**src/rtl/mux16_scan_serializer_if.sv**
```systemverilog
// rtl/mux16_scan_serializer_if.sv - select/sample/stream bundle between the scan serializer and its user
interface mux16_scan_serializer_if;
  logic        start;
  logic        mux_y;
  logic [3:0]  sel;
  logic        busy;
  logic        bit_out;
  logic        bit_valid;
  logic [3:0]  bit_idx;
  logic [15:0] word_out;
  logic        word_valid;

  modport master (
    input  start, mux_y,
    output sel, busy, bit_out, bit_valid, bit_idx, word_out, word_valid
  );

  modport slave (
    output start, mux_y,
    input  sel, busy, bit_out, bit_valid, bit_idx, word_out, word_valid
  );
endinterface

```
**src/rtl/mux16_scan_serializer.sv**
```systemverilog
// rtl/mux16_scan_serializer.sv - walks a 16:1 mux select, samples y after a settle delay, streams bits and a word
// Optional: define MUX_SCAN_CONT_EN for back-to-back continuous scanning.
module mux16_scan_serializer #(
  parameter int unsigned SETTLE    = 1,
  parameter bit          MSB_FIRST = 1'b0
) (
  input logic                      clk,
  input logic                      rst_n,
  mux16_scan_serializer_if.master  bus
);

  typedef enum logic [1:0] {IDLE, SCAN, DONE} state_t;

  localparam logic [3:0] FIRST_CH   = MSB_FIRST ? 4'd15 : 4'd0;
  localparam logic [3:0] LAST_CH    = MSB_FIRST ? 4'd0  : 4'd15;
  localparam logic [3:0] SETTLE_CNT = 4'(SETTLE);

  state_t      state_q, state_d;
  logic [3:0]  sel_q, sel_d;
  logic [3:0]  settle_q, settle_d;
  logic        busy_q, busy_d;
  logic        bit_out_q, bit_out_d;
  logic        bit_valid_q, bit_valid_d;
  logic [3:0]  bit_idx_q, bit_idx_d;
  logic [15:0] word_q, word_d;
  logic        word_valid_q, word_valid_d;

  always_comb begin
    state_d      = state_q;
    sel_d        = sel_q;
    settle_d     = settle_q;
    bit_out_d    = bit_out_q;
    bit_valid_d  = 1'b0;
    bit_idx_d    = bit_idx_q;
    word_d       = word_q;
    word_valid_d = 1'b0;
    case (state_q)
      IDLE: begin
        if (bus.start) begin
          state_d  = SCAN;
          sel_d    = FIRST_CH;
          settle_d = 4'd0;
        end
      end
      SCAN: begin
        if (settle_q != SETTLE_CNT) begin
          settle_d = settle_q + 4'd1;
        end else begin
          word_d[sel_q] = bus.mux_y;
          bit_out_d     = bus.mux_y;
          bit_idx_d     = sel_q;
          bit_valid_d   = 1'b1;
          // sel parks on the last channel so it never wraps within a scan
          if (sel_q == LAST_CH) begin
            state_d = DONE;
          end else begin
            sel_d    = MSB_FIRST ? sel_q - 4'd1 : sel_q + 4'd1;
            settle_d = 4'd0;
          end
        end
      end
      DONE: begin
        word_valid_d = 1'b1;
`ifdef MUX_SCAN_CONT_EN
        state_d  = SCAN;
        sel_d    = FIRST_CH;
        settle_d = 4'd0;
`else
        state_d  = IDLE;
`endif
      end
      default: state_d = IDLE;
    endcase
    busy_d = (state_d != IDLE);
  end

  always_ff @(posedge clk) begin
    if (!rst_n) begin
      state_q      <= IDLE;
      sel_q        <= 4'd0;
      settle_q     <= 4'd0;
      busy_q       <= 1'b0;
      bit_out_q    <= 1'b0;
      bit_valid_q  <= 1'b0;
      bit_idx_q    <= 4'd0;
      word_q       <= 16'h0000;
      word_valid_q <= 1'b0;
    end else begin
      state_q      <= state_d;
      sel_q        <= sel_d;
      settle_q     <= settle_d;
      busy_q       <= busy_d;
      bit_out_q    <= bit_out_d;
      bit_valid_q  <= bit_valid_d;
      bit_idx_q    <= bit_idx_d;
      word_q       <= word_d;
      word_valid_q <= word_valid_d;
    end
  end

  assign bus.sel        = sel_q;
  assign bus.busy       = busy_q;
  assign bus.bit_out    = bit_out_q;
  assign bus.bit_valid  = bit_valid_q;
  assign bus.bit_idx    = bit_idx_q;
  assign bus.word_out   = word_q;
  assign bus.word_valid = word_valid_q;

endmodule

```
**src/flat_wrapper.sv**
```systemverilog
// flat-port wrapper written by rule: the top's interface ports become plain ports
module mux16_scan_serializer_flat 
#(
  parameter int unsigned SETTLE    = 1,
  parameter bit          MSB_FIRST = 1'b0
)
  (clk, rst_n, bus_start, bus_mux_y, bus_sel, bus_busy, bus_bit_out, bus_bit_valid, bus_bit_idx, bus_word_out, bus_word_valid);
  mux16_scan_serializer_if bus_i ();
  input logic clk;
  input logic rst_n;
  input wire logic [$bits(bus_i.start)-1:0] bus_start;
  input wire logic [$bits(bus_i.mux_y)-1:0] bus_mux_y;
  output wire logic [$bits(bus_i.sel)-1:0] bus_sel;
  output wire logic [$bits(bus_i.busy)-1:0] bus_busy;
  output wire logic [$bits(bus_i.bit_out)-1:0] bus_bit_out;
  output wire logic [$bits(bus_i.bit_valid)-1:0] bus_bit_valid;
  output wire logic [$bits(bus_i.bit_idx)-1:0] bus_bit_idx;
  output wire logic [$bits(bus_i.word_out)-1:0] bus_word_out;
  output wire logic [$bits(bus_i.word_valid)-1:0] bus_word_valid;
  assign bus_i.start = bus_start;
  assign bus_i.mux_y = bus_mux_y;
  assign bus_sel = bus_i.sel;
  assign bus_busy = bus_i.busy;
  assign bus_bit_out = bus_i.bit_out;
  assign bus_bit_valid = bus_i.bit_valid;
  assign bus_bit_idx = bus_i.bit_idx;
  assign bus_word_out = bus_i.word_out;
  assign bus_word_valid = bus_i.word_valid;
  mux16_scan_serializer #(.SETTLE(SETTLE), .MSB_FIRST(MSB_FIRST)) u_core (.clk(clk), .rst_n(rst_n), .bus(bus_i));
endmodule
```
**config.mk**
```make
export PLATFORM = sky130hd
export DESIGN_NAME = mux16_scan_serializer_flat
export DESIGN_NICKNAME = d
export VERILOG_FILES = /design/src/rtl/mux16_scan_serializer_if.sv /design/src/rtl/mux16_scan_serializer.sv /design/src/flat_wrapper.sv
export SDC_FILE = /design/constraint.sdc
export NUM_CORES = 1
export LEC_CHECK = 0
export BUFFER_PORTS_ARGS = -buffer_cell sky130_fd_sc_hd__buf_2
export CAP_MARGIN = 0
export CELL_PAD_IN_SITES_DETAIL_PLACEMENT = 1
export CELL_PAD_IN_SITES_GLOBAL_PLACEMENT = 2
export CORE_ASPECT_RATIO = 1.2
export CORE_MARGIN = 2
export CORE_UTILIZATION = 35
export DETAILED_ROUTE_END_ITERATION = 8
export PLACE_DENSITY_LB_ADDON = 0.1
export RECOVER_POWER = 25
export SYNTH_ARGS = -nofsm -noshare
export SYNTH_HDL_FRONTEND = slang
export SYNTH_SLANG_ARGS = --single-unit
```
**constraint.sdc**
```tcl
create_clock -name clk -period 4.69 [get_ports clk]
set_input_delay 0.938 -clock clk [delete_from_list [all_inputs] [get_ports clk]]
set_output_delay 0.938 -clock clk [all_outputs]
set_load 0.01 [all_outputs]
```
Word level (Yosys, flattened, before mapping)
Cells that the tools add are included.
{ "classes": {"addsub": 2, "magnitude_cmp": 2, "n_eq_ne": 8, "mux": 16, "bitwise_logic": 1, "reduce_logical": 8} }
{ "op_table": {"columns": ["op", "n"], "rows": [
  ["$mux W4", 5],
  ["$bwmux W16", 1],
  ["$pmux W4 S2", 2],
  ["$add A4 B1 Y4 const B", 2],
  ["$mux W2", 3],
  ["$ne A2 B2 Y1 const B", 3],
  ["$lt A4 B5 Y1 const B", 1],
  ["$demux W1 S4", 1],
  ["$eq A4 B4 Y1 const B", 1],
  ["$ge A4 B1 Y1 const B", 1],
  ["$ne A4 B1 Y1 const B", 1],
  ["$pmux W2 S2", 1],
  ["$reduce_and A2 Y1", 2],
  ["$reduce_and A4 Y1", 1],
  ["$reduce_bool A2 Y1", 2],
  ["$mux W1", 3],
  ["$ne A3 B2 Y1 const B", 1],
  ["$reduce_and A3 Y1", 1],
  ["$eq A2 B1 Y1 const B", 1],
  ["$eq A2 B2 Y1 const B", 1],
  ["$logic_not A2 Y1", 1],
  ["$logic_and A1 B1 Y1", 1],
  ["$not A1 Y1", 1]
]} }
{ "totals": {"register_bits": 34, "input_bits": 4, "output_inout_bits": 28, "word_cells": 46} }

Logic depth before layout (Yosys ltp)
Gate-level depths: netlist of run 1.
{ "depth": {"depth_word": 5, "ltp_mapped": 7, "mapped_depth_nobuf": 6} }

Worst setup path after synthesis of run 1
Ideal clock, no wire load.
{ "synth_path": {"path_type": "input-to-reg", "startpoint": "in bus_start", "endpoint": "reg u_core.sel_q[3], in the netlist u_core.bus.sel[3]", "arrival_time_ps": 1710, "required_ps": 4620, "setup_slack_ps": 2910, "path_stages": 4, "n_path_buf": 0, "path_cell_list": "o21ba_2 -> o211ai_1 -> or3_1 -> a21oi_1"} }
{ "synth_via": {"elab_chain_len": 2} }
{ "synth_lines": {"columns": ["item", "line", "source"], "rows": [
  ["start: declaration", "flat_wrapper.sv:11", "input wire logic [$bits(bus_i.start)-1:0] bus_start;"],
  ["$ne A2 B2 Y1 (no line)", null, null],
  ["$reduce_and A4 Y1 (no line)", null, null],
  ["end signal: assignment", "mux16_scan_serializer.sv:90", "sel_q <= sel_d;"],
  ["end: declaration", "mux16_scan_serializer.sv:19", "logic [3:0] sel_q, sel_d;"]
]} }
No other way between the ends.
A chain may end at the register's enable or synchronous reset.

==> flow_summary.yaml, run 1 <==
status:
  status: "finished, final reports clean"
setup_path:
  crit_slowest_cell: "clkbuf_1"
  crit_path_start_kind: "input pin"
  crit_start: "rst_n"
  worst-path-buf-inv: 1
  slowest_delay_ns: 0.91
  reg2reg_from: "u_core.settle_q[0]"
  cp.required_ns: 4.89
  crit_family: "buffers and inverters"
  path_max_fanout: 33
  arrival_ns: 2.83
  path_cells: "clkbuf_1, nand2_1, mux2i_1"
  end_kind: "flip-flop"
  path_class: "input pin to flip-flop"
worst_hold_path:
  min-delay-start: "u_core.bus.word_out[7]"
  hp-class: "flip-flop to flip-flop"
clock_network:
  clockBufferDepth: 2
  cts_buffers: 5
  post_cts_resize_count: 0
  h-tree-depth: 2
  cts_tree: "built"
  insertion_delay_ns: 0.29
  cts-root-buf: "clkbuf_8"
  clk_pin_slew_ns: 0.07
  cts.sinks: 34
  cts-hold-fix-buffers: 0
  post_cts_buffers: 0
synthesis:
  syn_nets: 168
  synth_cell_types: 34
  muxShareOfSynthArea: 0.136
  ys.warnings.count: 0
  ys_ff_latch: 34
  synth_edf_count: 0
  synth_async_sr_flop_share: 0
  ys_seq_area_frac: 0.442
  syn_inst: 158
  yosys_most_used_dff: "dfxtp_1"
  synthAdderAreaFrac: 0.0487
  synth_xor_area_frac: 0.00569
  synth_area_um2: 1540
  avgSynthCellArea_um2: 9.75
  synth-simple-area-share: 0.252
  synth_compound_area_frac: 0.0690
  synth_top_family_by_area: "simple AND/OR/NAND/NOR gates"
global_route:
  grt_overflow: 0
  antenna_found_initial: 0
  grt.total_usage: 0.166
  grt_pass1_wl_mm: 6.30
  grt_max_degree: 34
  grt_pass1_vias: 1244
drt:
  wire_per_inst_um: 14.9
  wl_mm: 3.63
  drtIter0Drc: 30
  drt_pass1_iterations: 4
  vias: 1209
  final_antenna_net_count: 0
  post-route-drc-count: 0
  via_per_inst: 4.95
place:
  place_area_um2: 1710
  numPortBuffers: 31
  dpl.hpwl_mm: 2.63
  gp_congestion: 0.709
  place_ws_ns: 2.43
layout:
  mostFrequentLayoutCell: "dfxtp_1"
  fin_area_um2: 1810
  final_cell_mix: "34 x dfxtp_1, 21 x nand2_1, 21 x mux2i_1, 21 x buf_2, 13 x nand3_1"
  diodes: 0
  syn_to_final_growth_pct: 17.3
  final_layout_size_suffix_gt1_frac: 0.191
  nNetsFinal: 197
sta:
  hold_violations: 0
  finClkSkew_ns: 0.00238
  rsz0062_at_grt: "no"
  finalMaxSlewViolations: 0
  worst_pin_slew_ns: 1.28
  setup-tns-final_ns: 0
  setup-violations-final: 0
  fmax_mhz: 381
  setup_slack_ns: 2.06
  post-route-period-util: 0.560
  slew_headroom: 0.146
  period_minus_slack_ns: 2.63
floorplanning:
  start_util: 0.364
  die_w_um: 64.6
  ios: 32
  fp-row-count: 26
  core_um2: 4230
  die_area_um2: 4950
  fp.dieH_um: 76.7
power:
  p_per_area_nw_per_um2: 321
  p_leak_uw: 0.000819
  vdd_ir_drop_max_v: 0.000188
run:
  maxCapViolCount: 0
==> per-layer routing <==
metal / global-route usage / vias up / part of all wire / routed length, um
met5: 0 / - / 0 / 0
met4: 0.0574 / 0 / 0.016 / 58
met3: 0.0440 / 5 / 0.035 / 128
met2: 0.284 / 23 / 0.52 / 1890
met1: 0.198 / 577 / 0.43 / 1550
li1: - / 604 / - / -
==> cells by family after synthesis <==
family	Yosys count
AO/OA/AOI/OAI	16
XOR/XNOR	1
adder cells (fa/ha/maj)	6
buffers and inverters	13
flip-flops	34
multiplexers	21
AND/OR/NAND/NOR	67
==> final timing paths <==
check                                                to  slack [ns]  depth (start not counted)
worst max-delay path             u_core.bus.word_out[2]        2.06                          3
worst min-delay path             u_core.bus.word_out[7]        0.46                          2
worst max register to register  u_core.bus.word_out[15]        2.79                          5
worst min register to register   u_core.bus.word_out[7]        0.46                          2
==> power breakdown <==
group	switching, uW	total [uW]	internal [uW]
combinational	20.7	31.1	10.4
clock	106	255	148
sequential	2.60	294	292
==> flip-flops by register name, indices dropped and copies added (netlist names) <==
name / flops
u_core.bus.bit_idx: 4
u_core.bus.bit_out: 1
u_core.bus.word_valid: 1
u_core.state_q: 2
u_core.bus.bit_valid: 1
u_core.bus.busy: 1
u_core.settle_q: 4
u_core.bus.sel: 4
u_core.bus.word_out: 16
==> metrics by stage <==
step	utilization	instances	hold WS [ns]	power, uW
after global placement	0.404	236	0.446	332
after global routing	0.427	244	0.492	611
final	0.427	244	0.460	580
after CTS	0.430	244	0.466	588
after floorplan	-	158	0.426	325
after detailed placement	0.404	236	0.455	333
==> cell usage after synthesis (2+ instances only) <==
cell,number,area (um2)
dfxtp_1,34,681
mux2i_1,21,210
nand2_1,21,78.8
nand3_1,13,65.1
nor2b_1,9,56.3
ha_1,6,75.1
a21oi_1,4,20.0
clkbuf_1,4,15.0
inv_1,4,15.0
nor2_1,4,15.0
a21boi_0,3,22.5
and2_1,3,18.8
buf_2,3,15.0
nand4_1,3,18.8
nand4_2,3,37.5
o21ai_0,3,15.0
nor3_1,2,10.0
o211ai_1,2,15.0
==> layout make-up <==
| class | instances | area (um2) |
|---|---|---|
| clock buffer | 8 | 110 |
| fill | 511 | 2420 |
| inverter | 4 | 15.0 |
| multi-input combinational | 111 | 788 |
| sequential | 34 | 681 |
| tap | 56 | 70.1 |
| timing repair buffer | 31 | 143 |
==> tightest hold or removal path, cell delays in order (launching register included) <==
cell	delay [ns]
dfxtp_1	0.31
nand2_1	0.05
mux2i_1	0.05
Power figures use the tool's default switching activity.
==> run 2: changes to the inputs <==
--- a/config.mk
+++ b/config.mk
@@ -11,7 +11,7 @@
 export CELL_PAD_IN_SITES_GLOBAL_PLACEMENT = 2
 export CORE_ASPECT_RATIO = 1.2
 export CORE_MARGIN = 2
-export CORE_UTILIZATION = 35
+export CORE_UTILIZATION = 29
 export DETAILED_ROUTE_END_ITERATION = 8
 export PLACE_DENSITY_LB_ADDON = 0.1
 export RECOVER_POWER = 25
==> constraint.sdc (replaced) <==
create_clock -name clk -period 2.3 [get_ports clk]
set_input_delay 0.46 -clock clk [delete_from_list [all_inputs] [get_ports clk]]
set_output_delay 0.46 -clock clk [all_outputs]
set_load 0.01 [all_outputs]
==> run 2 against run 1 <==
Non-clock buffer count up 2; clock skew rose by 0.0042 ns; worst hold slack lost 0.0017 ns; clock-buffer cell count decreased by 1; global-route usage is 4.0 points lower; first-iteration DRC count rose by 3.3%; total power increased by 86%; routed wire length decreased by 1.8%; final cell count rose by 2.9%; largest cell class unchanged.
==> flow_summary.yaml, run 2 (synthesis results as in run 1) <==
drt:
  via_per_inst: 4.82
  drt_pass1_iterations: 4
  drtIter0Drc: 31
  post-route-drc-count: 0
  wl_mm: 3.56
  wl_met3_um: 96
  final_antenna_net_count: 0
  vias: 1209
  wl_met2_mm: 1.85
  wl_met1_mm: 1.55
  highest-signal-layer: "met4"
  wire_per_inst_um: 14.2
clock_network:
  clk_pin_slew_ns: 0.07
  insertion_delay_ns: 0.28
  h-tree-depth: 2
  cts-root-buf: "clkbuf_8"
  post_cts_buffers: 0
  cts.sinks: 34
  cts_tree: "built"
  cts_buffers: 5
  clockBufferDepth: 2
  cts-hold-fix-buffers: 0
  post_cts_resize_count: 0
setup_path:
  crit_path_start_kind: "flip-flop"
  worst-path-buf-inv: 0
  arrival_ns: 2.06
  path_max_fanout: 24
  crit_slowest_cell: "or3b_4"
  crit_family: "simple AND/OR/NAND/NOR gates"
  cp.required_ns: 2.51
  slowest_delay_ns: 0.42
  path_cells: "ha_1, or3b_4, nor2_8, and4_1, mux2i_1"
  path_class: "flip-flop to flip-flop"
  end_kind: "flip-flop"
global_route:
  grt.total_usage: 0.126
  grt_pass1_wl_mm: 5.81
  grt_pass1_vias: 1244
  antenna_found_initial: 0
  grt_max_degree: 25
  grt_overflow: 0
sta:
  rsz0062_at_grt: "no"
  worst_pin_slew_ns: 0.732
  finalMaxSlewViolations: 0
  whs_ns: 0.458
  setup-violations-final: 0
  finClkSkew_ns: 0.00661
  post-route-period-util: 0.807
  fmax_mhz: 539
  slew_headroom: 0.512
  setup-tns-final_ns: 0
  hold_violations: 0
  period_minus_slack_ns: 1.86
layout:
  nNetsFinal: 199
  largest_register_ffs: 16
  mostFrequentLayoutCell: "dfxtp_1"
  syn_to_final_growth_pct: 16.2
  fillers: 615
  diodes: 0
  utilization: 0.345
  final_cell_mix: "34 x dfxtp_1, 21 x nand2_1, 21 x mux2i_1"
  final_layout_size_suffix_gt1_frac: 0.164
power:
  p_per_area_nw_per_um2: 603
  p_leak_uw: 0.000793
  fin_total_pwr_uw: 1080
  vdd_ir_drop_max_v: 0.000287
status:
  status: "finished, final reports clean"
place:
  numPortBuffers: 31
  dpl.hpwl_mm: 2.63
  gp_congestion: 0.694
floorplanning:
  die_area_um2: 5910
  start_util: 0.297
  die_w_um: 70.5
  ios: 32
  fp.dieH_um: 83.8
  core_um2: 5190
  fp-row-count: 29
run:
  maxCapViolCount: 0
worst_hold_path:
  hp-class: "flip-flop to flip-flop"
==> run 2: stage by stage <==
step                      instances  instance area, um2  worst slack, ns
after global placement          244                1730            0.522
after CTS                       251                1810            0.430
after detailed placement        244                1730            0.447
final                           251                1790            0.444
after floorplan                 158                1540            0.731
after global routing            251                1790            0.288
==> run 2: worst paths after layout <==
check	start	to	slack, ns	depth (start not counted)
worst max-delay path	u_core.settle_q[0]	u_core.bus.word_out[15]	0.44	5
worst min-delay path	u_core.state_q[1]	u_core.bus.word_valid	0.46	2
worst max register to register	u_core.settle_q[0]	u_core.bus.word_out[15]	0.44	5
worst min register to register	u_core.state_q[1]	u_core.bus.word_valid	0.46	2
==> run 2: worst min-delay path: stages, from the launching register on <==
cell	delay [ns]
dfxtp_1	0.33
nand2_1	0.06
nor2_1	0.03
==> run 2: final cells by class <==
class	instances	area [um2]	area share
clock buffers	7	76.3	0.0426
inverters	4	15.0	0.00839
multi-input cells	111	788	0.440
flip-flops and latches	34	681	0.380
well taps	62	77.6	0.0433
repair buffers	33	153	0.0853
==> run 2: per-layer routing <==
metal  up-vias  GRT usage
met2        17      0.225
met4         0     0.0472
met5         -          0
met3         5     0.0326
met1       584      0.141
li1        603          -
==> run 2: report_power, final <==
part / switching [uW] / leakage, uW / internal [uW]
Clock: 207 / 0.0000383 / 208
Combinational: 42.6 / 0.000480 / 22.1
Sequential: 5.38 / 0.000275 / 595
==> run 3: changes to the inputs <==
--- a/config.mk
+++ b/config.mk
@@ -11,7 +11,7 @@
 export CELL_PAD_IN_SITES_GLOBAL_PLACEMENT = 2
 export CORE_ASPECT_RATIO = 1.2
 export CORE_MARGIN = 2
-export CORE_UTILIZATION = 29
+export CORE_UTILIZATION = 33
 export DETAILED_ROUTE_END_ITERATION = 8
 export PLACE_DENSITY_LB_ADDON = 0.1
 export RECOVER_POWER = 25
==> constraint.sdc (replaced) <==
create_clock -name clk -period 1.8 [get_ports clk]
set_input_delay 0.36 -clock clk [delete_from_list [all_inputs] [get_ports clk]]
set_output_delay 0.36 -clock clk [all_outputs]
set_load 0.01 [all_outputs]
==> run 3 against run 2 <==
Global-route usage is 3.3 points higher; sequential cell count stayed put; routed wire length is 3.0% higher; worst setup slack worse by 0.34 ns; critical endpoint is now u_core.bus.word_out[14]; largest cell class unchanged; largest power group unchanged; critical path type unchanged; utilization is 6.6 points higher; die area is 11% lower.
==> flow_summary.yaml, run 3 (synthesis results as in run 1) <==
setup_path:
  reg2regPathDepth: 6
  end_kind: "flip-flop"
  crit_slowest_cell: "or3b_4"
  crit_family: "simple AND/OR/NAND/NOR gates"
  cp.required_ns: 1.95
  timing.rr.end: "u_core.bus.word_out[14]"
  crit_path_start_kind: "flip-flop"
  path_cells: "ha_1, or3b_4, nor2_8, buf_12, nand4_2, mux2i_1"
  path_class: "flip-flop to flip-flop"
  r2r_slack_ns: 0.11
  arrival_ns: 1.84
  path_max_fanout: 23
  worst-path-buf-inv: 1
  reg2reg_from: "u_core.settle_q[0]"
  slowest_delay_ns: 0.42
sta:
  hold_violations: 0
  setup-tns-final_ns: 0
  slew_headroom: 0.520
  worst_pin_slew_ns: 0.721
  finalMaxSlewViolations: 0
  period_minus_slack_ns: 1.69
  setup_slack_ns: 0.107
  setup-violations-final: 0
  rsz0062_at_grt: "no"
  post-route-period-util: 0.941
  finClkSkew_ns: 0.00800
  fmax_mhz: 591
drt:
  wl_mm: 3.67
  vias: 1254
  post-route-drc-count: 0
  final_antenna_net_count: 0
  drtIter0Drc: 19
  drt_pass1_iterations: 4
  via_per_inst: 4.92
  wire_per_inst_um: 14.4
power:
  p_switching_uw: 326
  p_per_area_nw_per_um2: 767
  p_leak_uw: 0.000842
  pwr-share-clk: 0.400
  switching_share: 0.228
  power_frac_comb: 0.064
  fin_total_pwr_uw: 1430
  power.share.sequential: 0.537
  intPower_uw: 1100
  vdd_ir_drop_max_v: 0.000358
global_route:
  grt_pass1_wl_mm: 6.24
  grt.total_usage: 0.159
  grt_overflow: 0
  grt_pass1_vias: 1270
  antenna_found_initial: 0
  grt_max_degree: 24
place:
  dpl.hpwl_mm: 2.70
  gp_congestion: 0.701
  place_ws_ns: 0.0808
  dp.cells: 247
  numPortBuffers: 31
clock_network:
  insertion_delay_ns: 0.28
  cts_tree: "built"
  cts-root-buf: "clkbuf_8"
  cts.sinks: 34
  clk_pin_slew_ns: 0.07
  post_cts_buffers: 0
  h-tree-depth: 2
  cts_buffers: 5
  clockBufferDepth: 2
floorplanning:
  die_w_um: 66.4
  fp-row-count: 27
  fp.dieH_um: 78.8
  ios: 32
  die_area_um2: 5230
  start_util: 0.340
  core_um2: 4530
layout:
  diodes: 0
  nNetsFinal: 206
  final_layout_size_suffix_gt1_frac: 0.203
  largest_register_ffs: 16
  syn_to_final_growth_pct: 21.0
  mostFrequentLayoutCell: "dfxtp_1"
  instances_no_fill: 255
  final_cell_mix: "34 x dfxtp_1, 21 x nand2_1, 21 x mux2i_1"
  utilization: 0.412
worst_hold_path:
  min-delay-start: "bus_mux_y"
  min_path_cells: 3
  worst_hold_path.endpoint: "u_core.bus.bit_out"
  hp-class: "input pin to flip-flop"
run:
  maxCapViolCount: 0
status:
  status: "finished, final reports clean"
[run 3: cell type report]
class | count | area [um2]
Clock buffer | 7 | 86.3
Timing Repair Buffer | 40 | 215
Multi-Input combinational cell | 111 | 788
Inverter | 4 | 15.0
Fill cell | 542 | 2660
Clock inverter | 1 | 5.00
Tap cell | 58 | 72.6
Sequential cell | 34 | 681
[run 3: power by group through the flow]
stage / logic [uW] / clock network [uW] / registers (uW)
after global routing: 103 / 641 / 767
final: 91.0 / 571 / 767
after global placement: 92.4 / 0 / 783
after detailed placement: 94.6 / 0 / 784
after floorplan: 63.6 / 0 / 784
after CTS: 94.9 / 598 / 766
[run 3: metal layers]
metal | global-route usage | part of all wire | wire length (um) | up-vias
met5 | 0 | 0 | 0 | -
met4 | 0.0612 | 0.017 | 61 | 0
met3 | 0.0382 | 0.029 | 106 | 5
met2 | 0.268 | 0.53 | 1940 | 16
met1 | 0.192 | 0.42 | 1560 | 615
li1 | - | - | - | 618
[run 3: what timing repair did]
| action | in CTS | in global routing |
|---|---|---|
| gates resized for setup | 0 | 1 |
| endpoints found under the hold margin | 0 | 0 |
| hold buffers | 0 | 0 |
| setup endpoints to repair | 0 | 1 |
[run 3: worst max-delay path by stage]
stage / start / endpoint / slack (ns) / cells past startpoint
floorplan: u_core.settle_q[0] / u_core.bus.word_out[12] / 0.23 / 6
global placement: u_core.settle_q[0] / u_core.bus.word_out[14] / 0.15 / 6
finish: u_core.settle_q[0] / u_core.bus.word_out[14] / 0.11 / 6
detailed placement: u_core.settle_q[0] / u_core.bus.word_out[14] / 0.08 / 6
global route: u_core.settle_q[0] / u_core.bus.word_out[5] / 0.006 / 6
CTS: u_core.settle_q[0] / u_core.bus.word_out[14] / 0.08 / 6
[run 3: worst min-delay path: stages]
cell	delay, ns
buf_2	0.09
mux2i_1	0.06
nor2b_1	0.09
[run 3: metrics by stage]
| stage | cell area [um2] | hold slack, ns |
|---|---|---|
| finish | 1860 | 0.358 |
| global route | 1860 | 0.384 |
| CTS | 1880 | 0.355 |
| detailed placement | 1790 | 0.448 |
| global placement | 1790 | 0.443 |
| floorplan | 1540 | 0.426 |
